===== config.mk =====
export PLATFORM = sky130hd
export DESIGN_NAME = frame_writer_rgba
export DESIGN_NICKNAME = d
export VERILOG_FILES = /design/src/rtl/frame_pkg.sv /design/src/rtl/frame_addr_gen.sv /design/src/rtl/frame_writer_rgba.sv
export SDC_FILE = /design/constraint.sdc
export NUM_CORES = 1
export LEC_CHECK = 0
export CAP_MARGIN = 20
export CORE_MARGIN = 1
export CORE_UTILIZATION = 30
export CTS_CLUSTER_SIZE = 16
export DETAILED_ROUTE_END_ITERATION = 16
export GPL_ROUTABILITY_DRIVEN = 0
export SETUP_SLACK_MARGIN = 0.02
export SLEW_MARGIN = 15
export SYNTH_ARGS = -nofsm -noshare
export SYNTH_HDL_FRONTEND = slang
export SYNTH_SLANG_ARGS = --single-unit

===== constraint.sdc =====
create_clock -name clk -period 8.4 [get_ports clk]
set_input_delay 1.68 -clock clk [delete_from_list [all_inputs] [get_ports clk]]
set_output_delay 1.68 -clock clk [all_outputs]
set_load 0.01 [all_outputs]

===== src/rtl/frame_pkg.sv =====
// Shared constants, FSM encoding and pixel helpers for the RGBA frame writer.
// Pure declarations: no logic, no latency, no flow control.
package frame_pkg;

  localparam int FB_WIDTH  = 300;
  localparam int FB_HEIGHT = 300;
  localparam int FB_ADDR_W = 19;
  localparam int PIX_W     = 16;

  // Counter widths leave headroom so origin + size never wraps.
  localparam int X_W = 11;
  localparam int Y_W = 10;

  localparam int ALPHA_LSB = 0;
  localparam int ALPHA_W   = 4;

  typedef enum logic [1:0] {
    ST_IDLE  = 2'd0,
    ST_RUN   = 2'd1,
    ST_FLUSH = 2'd2
  } state_t;

  typedef struct packed {
    logic [X_W-1:0] x0;
    logic [X_W-1:0] xe;
    logic [Y_W-1:0] ye;
  } span_t;

  function automatic logic pix_opaque(input logic [PIX_W-1:0] p);
    return p[ALPHA_LSB +: ALPHA_W] != '0;
  endfunction

endpackage


===== src/rtl/frame_addr_gen.sv =====
// Row-major cx/cy walker over the latched rectangle with a registered linear address.
// Address is valid one cycle after i_adv; no flow control of its own, advances only on i_adv.
module frame_addr_gen
  import frame_pkg::*;
#(
  parameter int WIDTH  = FB_WIDTH,
  parameter int HEIGHT = FB_HEIGHT
) (
  input  logic                 clk,
  input  logic                 rst,
  input  logic                 i_load,
  input  logic [9:0]           i_x0,
  input  logic [8:0]           i_y0,
  input  logic [9:0]           i_w,
  input  logic [8:0]           i_h,
  input  logic                 i_adv,
  output logic                 o_last,
  output logic                 o_clip,
  output logic [FB_ADDR_W-1:0] o_addr
);

  span_t                r_span;
  logic [X_W-1:0]       r_cx;
  logic [Y_W-1:0]       r_cy;
  logic [FB_ADDR_W-1:0] r_addr;
  logic                 w_eol;
  logic [FB_ADDR_W-1:0] w_lin;

  assign w_eol  = (r_cx == r_span.xe);
  assign o_last = w_eol && (r_cy == r_span.ye);
  assign o_clip = (r_cx >= X_W'(WIDTH)) || (r_cy >= Y_W'(HEIGHT));
  assign o_addr = r_addr;

  // Worst case 1023*300 + 2047 still fits in 19 bits, so this width is exact.
  assign w_lin = FB_ADDR_W'(r_cy) * FB_ADDR_W'(WIDTH) + FB_ADDR_W'(r_cx);

  always_ff @(posedge clk) begin
    if (rst) begin
      r_span <= '0;
      r_cx   <= '0;
      r_cy   <= '0;
      r_addr <= '0;
    end else if (i_load) begin
      r_span.x0 <= {1'b0, i_x0};
      r_span.xe <= {1'b0, i_x0} + {1'b0, i_w} - 11'd1;
      r_span.ye <= {1'b0, i_y0} + {1'b0, i_h} - 10'd1;
      r_cx      <= {1'b0, i_x0};
      r_cy      <= {1'b0, i_y0};
    end else if (i_adv) begin
      r_addr <= w_lin;
      if (w_eol) begin
        r_cx <= r_span.x0;
        r_cy <= r_cy + 10'd1;
      end else begin
        r_cx <= r_cx + 11'd1;
      end
    end
  end

endmodule


===== src/rtl/frame_writer_rgba.sv =====
// Writes a rectangle of RGBA pixels (solid fill or from a stream) into a BRAM port.
// One-cycle accept-to-write latency; s_ready is low outside stream-mode RUN, fill never stalls.
module frame_writer_rgba
  import frame_pkg::*;
#(
  parameter int WIDTH  = FB_WIDTH,
  parameter int HEIGHT = FB_HEIGHT
) (
  input  logic                 clk,
  input  logic                 rst,
  input  logic                 start,
  input  logic [9:0]           x0,
  input  logic [8:0]           y0,
  input  logic [9:0]           w,
  input  logic [8:0]           h,
  input  logic                 fill,
  input  logic [PIX_W-1:0]     fill_color,
  input  logic                 s_valid,
  output logic                 s_ready,
  input  logic [PIX_W-1:0]     s_pixel,
  output logic                 mem_we,
  output logic [FB_ADDR_W-1:0] mem_addr,
  output logic [PIX_W-1:0]     mem_din,
  output logic                 busy,
  output logic                 done
);

  state_t             r_state;
  state_t             w_next;
  logic               r_fill;
  logic [PIX_W-1:0]   r_color;
  logic               r_we;
  logic [PIX_W-1:0]   r_din;
  logic               r_zero_done;
  logic               w_load;
  logic               w_accept;
  logic               w_last;
  logic               w_clip;
  logic               w_zero;
  logic [PIX_W-1:0]   w_pix;

  assign w_zero = (w == '0) || (h == '0);
  assign w_pix  = r_fill ? r_color : s_pixel;

  always_comb begin
    w_next   = r_state;
    w_load   = 1'b0;
    w_accept = 1'b0;
    busy     = 1'b0;
    s_ready  = 1'b0;
    done     = 1'b0;
    case (r_state)
      ST_IDLE: begin
        done = r_zero_done;
        if (start && !w_zero) begin
          w_load = 1'b1;
          w_next = ST_RUN;
        end
      end
      ST_RUN: begin
        busy     = 1'b1;
        s_ready  = !r_fill;
        w_accept = r_fill || s_valid;
        if (w_accept && w_last) w_next = ST_FLUSH;
      end
      ST_FLUSH: begin
        busy   = 1'b1;
        done   = 1'b1;
        w_next = ST_IDLE;
      end
      default: w_next = ST_IDLE;
    endcase
  end

  always_ff @(posedge clk) begin
    if (rst) begin
      r_state     <= ST_IDLE;
      r_fill      <= 1'b0;
      r_color     <= '0;
      r_we        <= 1'b0;
      r_din       <= '0;
      r_zero_done <= 1'b0;
    end else begin
      r_state     <= w_next;
      // Zero-area commands never leave IDLE; they only echo a done pulse.
      r_zero_done <= (r_state == ST_IDLE) && start && w_zero;
      if (w_load) begin
        r_fill  <= fill;
        r_color <= fill_color;
      end
      r_we <= w_accept && !w_clip && pix_opaque(w_pix);
      if (w_accept) r_din <= w_pix;
    end
  end

  frame_addr_gen #(
    .WIDTH  (WIDTH),
    .HEIGHT (HEIGHT)
  ) u_addr_gen (
    .clk    (clk),
    .rst    (rst),
    .i_load (w_load),
    .i_x0   (x0),
    .i_y0   (y0),
    .i_w    (w),
    .i_h    (h),
    .i_adv  (w_accept),
    .o_last (w_last),
    .o_clip (w_clip),
    .o_addr (mem_addr)
  );

  assign mem_we  = r_we;
  assign mem_din = r_din;

endmodule


# --- Word level (Yosys, flattened, before mapping) ---
# Index checks and enable logic that the tools add are counted.
totals:
  elab_cells: 72
  memories: 0
  latchBits: 0
  ramBits: 0
  register_bits: 108
  rom_bits: 0
  inputBits: 75
  output_inout_bits: 39
op_classes:
  bitwise: 1
  n_mux: 16
  div: 0
  n_shift: 0
  n_mul: 1
  eq_ne: 6
  magnitude_cmp: 2
  addsub: 7
  reduce_logical: 25
ops:
  columns: ["operator", "n"]
  rows:
  - ["$mux W9", 3]
  - ["$mux W10", 2]
  - ["$add A19 B11 Y19", 1]
  - ["$mul A10 B7 Y17 const B", 1]
  - ["$mux W16", 1]
  - ["$add A10 B10 Y11", 1]
  - ["$add A11 B1 Y11 const B", 1]
  - ["$eq A11 B11 Y1", 1]
  - ["$ge A11 B9 Y1 const B", 1]
  - ["$mux W11", 1]
  - ["$sub A11 B1 Y11 const B", 1]
  - ["$add A10 B1 Y10 const B", 1]
  - ["$add A9 B9 Y10", 1]
  - ["$eq A10 B10 Y1", 1]
  - ["$ge A10 B9 Y1 const B", 1]
  - ["$logic_not A10 Y1", 1]
  - ["$sub A10 B1 Y10 const B", 1]
  - ["$logic_not A9 Y1", 1]
  - ["$reduce_and A2 Y1", 4]
  - ["$logic_and A1 B1 Y1", 7]
  - ["$mux W1", 5]
  - ["$mux W2", 2]
  - ["$ne A2 B2 Y1 const B", 2]
  - ["$pmux W2 S2", 1]
  - ["other kinds (10)", 16]

# --- Longest topological paths before layout ---
depth:
  depth_word: 8
  ltp_mapped: 16
  depth_no_buf: 16

# --- Cells and area by module ---
# From an unflattened synthesis, not the netlist that was laid out.
unflattened:
  hier_cells: 951
  hier_area_um2: 7868.8
by_module_without_submodules:
  columns: ["module", "cells_each", "n_inst", "area_per_inst_um2", "seq_area_each_um2"]
  rows:
  - ["frame_addr_gen", 785, 1, 6248.5, 1421.4]
  - ["frame_writer_rgba", 166, 1, 1620.3, 740.7]

# --- Worst setup path after synthesis ---
# OpenSTA, ideal clock, no wires.
synth_timing:
  path_kind: "flip-flop to flip-flop"
  startpoint: "register u_addr_gen.r_cy[5]"
  endpoint: "register u_addr_gen.r_addr[17] (netlist: u_addr_gen.o_addr[17])"
  n_path_buf: 0
  arrival_time_ns: 4.489
  setup_ns: 0.091
  stages_incl_launch_ff: 15
  slack_ns: 3.820
  t_required_ns: 8.309
  synth_period_minus_slack_ns: 4.580
  cell_sequence: "dfxtp_1 > ha_1 > ha_1 > fa_1 > inv_1 > fa_1 > inv_1 > ha_1 > o21a_1 > or2_4 > a311o_1 > a2111oi_4 > nand2_2 > or4_1 > a311oi_1"
synth_between:
  elab_chain_len: 2
synth_lines:
  columns: ["element", "line", "rtl"]
  rows:
  - ["start: declaration", "frame_addr_gen.sv:24", "logic [Y_W-1:0] r_cy;"]
  - ["start signal: assignment", "frame_addr_gen.sv:48", "r_cy <= {1'b0, i_y0};"]
  - ["start signal: assignment", "frame_addr_gen.sv:53", "r_cy <= r_cy + 10'd1;"]
  - ["$mul A10 B7 Y17", "frame_addr_gen.sv:35", "assign w_lin = FB_ADDR_W'(r_cy) * FB_ADDR_W'(WIDTH) + FB_ADDR_W'(r_cx);"]
  - ["$add A19 B11 Y19", "frame_addr_gen.sv:35", null]
  - ["end signal: assignment", "frame_addr_gen.sv:50", "r_addr <= w_lin;"]
  - ["end: declaration", "frame_addr_gen.sv:25", "logic [FB_ADDR_W-1:0] r_addr;"]
# Every way passes these cells.
# A chain may end at the register's enable or synchronous reset.

# --- Final worst setup path ---
# Ends and elaborated chain as after synthesis.

==> summary.md <==
| Metric | Value |
|---|---|
| Status | `complete, no violations` |
| Residual DRC | `0` |
| Die ar. | `26000 um^2` |
| Primary FF master, synth | `dfxtp_1` |
| Die height | `161 um` |
| Worst hold path startpoint | `u_addr_gen.r_span[25]$_SDFFE_PP0P_` |
| # port buffers | `113` |
| Slew headroom | `40.6%` |
| Least-Margin Pin Slew | `0.887 ns` |
| Clk Latency, worst-skew pair | `0.36 ns` |
| Average wire per standard cell | `15.1 um` |
| GR Overflow Total | `0` |
| Max Buffers Root-to-Sink | `2` |
| Setup Skew | `0.00773 ns` |
| Area of the multi-input gates | `4880 um^2` |
| Buf/Inv on CP | `2` |
| Initial Util | `30.9%` |
| CP Max Fanout | `8` |
| Total GRT Usage | `15.9%` |
| EDFF count, synth | `0` |
| Worst Setup SP | `u_addr_gen.r_cy[5]$_SDFFE_PP0P_` |
| Detail Placement HPWL | `16100 um` |
| Seq/Total Area, Yosys | `28.4%` |
| Core area | `24600 um^2` |
| Die width | `161 um` |
| Setup TNS | `0 ns` |
| Layout Nets | `1192` |
| Max-Cap Viols | `0` |
| Post-CTS Setup Repair Bufs | `0` |
| Synthesized flop and latch total | `108` |
| # clock sinks | `108` |
| Row count | `57` |
| Largest area contributor in the netlist | `dfxtp_1` |
| Pwr/cell area | `192 nW/um^2` |
| Storage cell area | `2160 um^2` |
| Post-cts sizing count | `0` |
| Slowest cell on crit path | `dfxtp_1` |
| Tmin final | `4.97 ns` |
| Drt total wl | `20200 um` |
| Fmax | `201 MHz` |
| Critical R2R Launch | `u_addr_gen.r_cy[5]$_SDFFE_PP0P_` |
| Final hold violations | `0` |
| Clock Tree Root | `clkbuf_16` |
| H-tree Lvls | `3` |
| Hold-fix buffers at CTS | `0` |
| YS warnings | `0` |
| Drt pass-1 iters | `5` |
| Syn_nets | `1095` |
| Element type at the critical path end | `register` |
| WP data required | `8.67 ns` |
| Io pins | `114` |
| Fill cells | `2551` |
| Vias in the first global route | `6272` |
| Avg Synthesized Cell Area | `8.35 um^2` |
| N_diodes | `0` |
| Pins over their slew limit | `0` |
| Crit Path Class | `reg -> reg` |
| Gate Count Post-Synth | `911` |
| Area Overhead vs Synth | `23.3%` |
| Top cell type's share of synthesized area | `28.4%` |
| Crit-path cells | `ha_1 > ha_1 > fa_1 > inv_1 > fa_1 > inv_1 > ha_1 > a21oi_2 > o211ai_1 > a221o_1 > a2111oi_4 > nand2_2 > or4_1 > a311oi_1` |
| Post-synthesis cell type count | `58` |
| Worst VDD drop | `0.0987 mV` |
| Ranking of synthesized cells by area | `dfxtp_1, ha_1, inv_1` |
| ANT nets after route | `0` |
| Largest net degree at the start of global routing | `48` |
| Final Power | `1.80 mW` |
| Clk slew on worst S/H paths | `0.07 ns` |
| Unrepaired setup endpoints after global routing | `false` |
| Share of layout cells above drive strength 1 | `3.85%` |
| Leak Pwr | `4.13 nW` |
| Vias/cell | `4.91` |
| Global-route wire length before repair | `33200 um` |
| CTS buffer count | `9` |
| TritonCTS clock tree | `done` |
| Fin crit share | `59.1%` |
| Setup violators final | `0` |
| CP startpoint kind | `register` |
| Worst path max stage delay | `0.57 ns` |
| Cell family with most CP delay | `adder cells` |
| Initial drt markers | `292` |
| Initial antenna violation count | `0` |
| Most common cell on crit path | `ha_1` |
| Hold Path Class | `reg -> reg` |
| Ys async rst share | `0%` |
| CP Data Arrival Time | `5.23 ns` |
| Total number of vias | `6563` |
| Post-Syn Area | `7600 um^2` |
[layout by cell type (no fill, tap or decap), types with 9 or more instances in the layout]
cell,instances
xnor2_1,29
nand3_1,16
a22o_1,21
a31oi_1,13
nor2_1,67
o21a_1,10
fa_1,14
xor2_1,33
nand2_1,87
nor4_1,10
buf_4,9
ha_1,95
a21oi_1,45
o21ai_0,31
inv_1,118
a211oi_1,36
dfxtp_1,108
clkbuf_16,9
clkdlybuf4s50_1,112
nor3_1,9
mux2i_1,20
a21o_1,18
[state kept, by name (all words and copies together), names as in the netlist]
signal and count:
u_addr_gen.r_cy 10, r_zero_done 1, u_addr_gen.o_addr 19, r_fill 1, r_state 2, u_addr_gen.r_span 31
r_color 16, u_addr_gen.r_cx 11, mem_din 16, mem_we 1
[report_power, final]
group,switching [mW],total (mW),internal [mW]
sequential,0.0577,0.625,0.567
clock,0.200,0.402,0.202
combinational,0.430,0.774,0.344
total,0.687,1.80,1.11
[worst paths after layout]
check / depth (start not counted) / to / slack [ns]
worst max-delay path: 14 / u_addr_gen.o_addr[17]$_SDFFE_PP0P_ / 3.43
worst min-delay path: 2 / u_addr_gen.r_span[25]$_SDFFE_PP0P_ / 0.45
worst max register to register: 14 / u_addr_gen.o_addr[17]$_SDFFE_PP0P_ / 3.43
worst min register to register: 2 / u_addr_gen.r_span[25]$_SDFFE_PP0P_ / 0.45
[cells by family after synthesis]
group | synth area share [%]
adder cells (fa/ha/maj) | 19.3
flip-flops | 28.4
AND/OR/NAND/NOR | 13.7
AO/OA/AOI/OAI | 21.0
multiplexers | 2.78
XOR/XNOR | 7.14
buffers and inverters | 7.65
[final cells by class]
type	count	share of cell area, %
clock buffer	11	2.48
clock inverter	5	0.387
sequential	108	23.1
timing repair buffer	123	12.9
multi-input combinational	648	52.1
tap	324	4.33
inverter	118	4.73
[Yosys cell counts (8+ instances only)]
cell type,instances
inv_1,118
dfxtp_1,108
ha_1,95
nand2_1,87
nor2_1,69
a21oi_1,45
a211oi_1,36
xor2_1,33
o21ai_0,31
clkbuf_1,30
xnor2_1,29
a22o_1,21
mux2i_1,20
a21o_1,18
nand3_1,16
fa_1,14
a31oi_1,13
nor3_1,10
nor4_1,10
o21a_1,10
nand4_1,8
o221ai_1,8
[routing by layer]
metal | up-vias | part of all wire (%) | wire [um] | GRT usage (%)
met3 | 14 | 4.6 | 924 | 2.18
met2 | 159 | 43 | 8760 | 24.1
met5 | - | 0 | 0 | 0
met4 | 0 | 1.2 | 240 | 3.64
li1 | 3376 | - | - | -
met1 | 3014 | 51 | 10300 | 23.6
[metrics by stage]
| step | std cells | worst slack, ns | hold WS, ns | area, um^2 | util (%) |
|---|---|---|---|---|---|
| 3_5_place_dp | 1320 | 3.46 | 0.438 | 9080 | 36.9 |
| 5_1_grt | 1337 | 3.13 | 0.472 | 9370 | 38.1 |
| 4_1_cts | 1336 | 3.44 | 0.449 | 9350 | 38.0 |
| 3_3_place_gp | 1319 | 3.54 | 0.432 | 9080 | 36.9 |
| 6_report | 1337 | 3.43 | 0.447 | 9370 | 38.1 |
| 2_1_floorplan | 911 | 3.82 | 0.423 | 7600 | - |
[worst reg2reg max path: stages (launching register included)]
cell and delay [ns]:
dfxtp_1 0.57, ha_1 0.31, ha_1 0.30, fa_1 0.54, inv_1 0.05, fa_1 0.49, inv_1 0.04, ha_1 0.37
a21oi_2 0.33, o211ai_1 0.25, a221o_1 0.46, a2111oi_4 0.31, nand2_2 0.09, or4_1 0.50, a311oi_1 0.26
(Power assumes the default switching activity.)
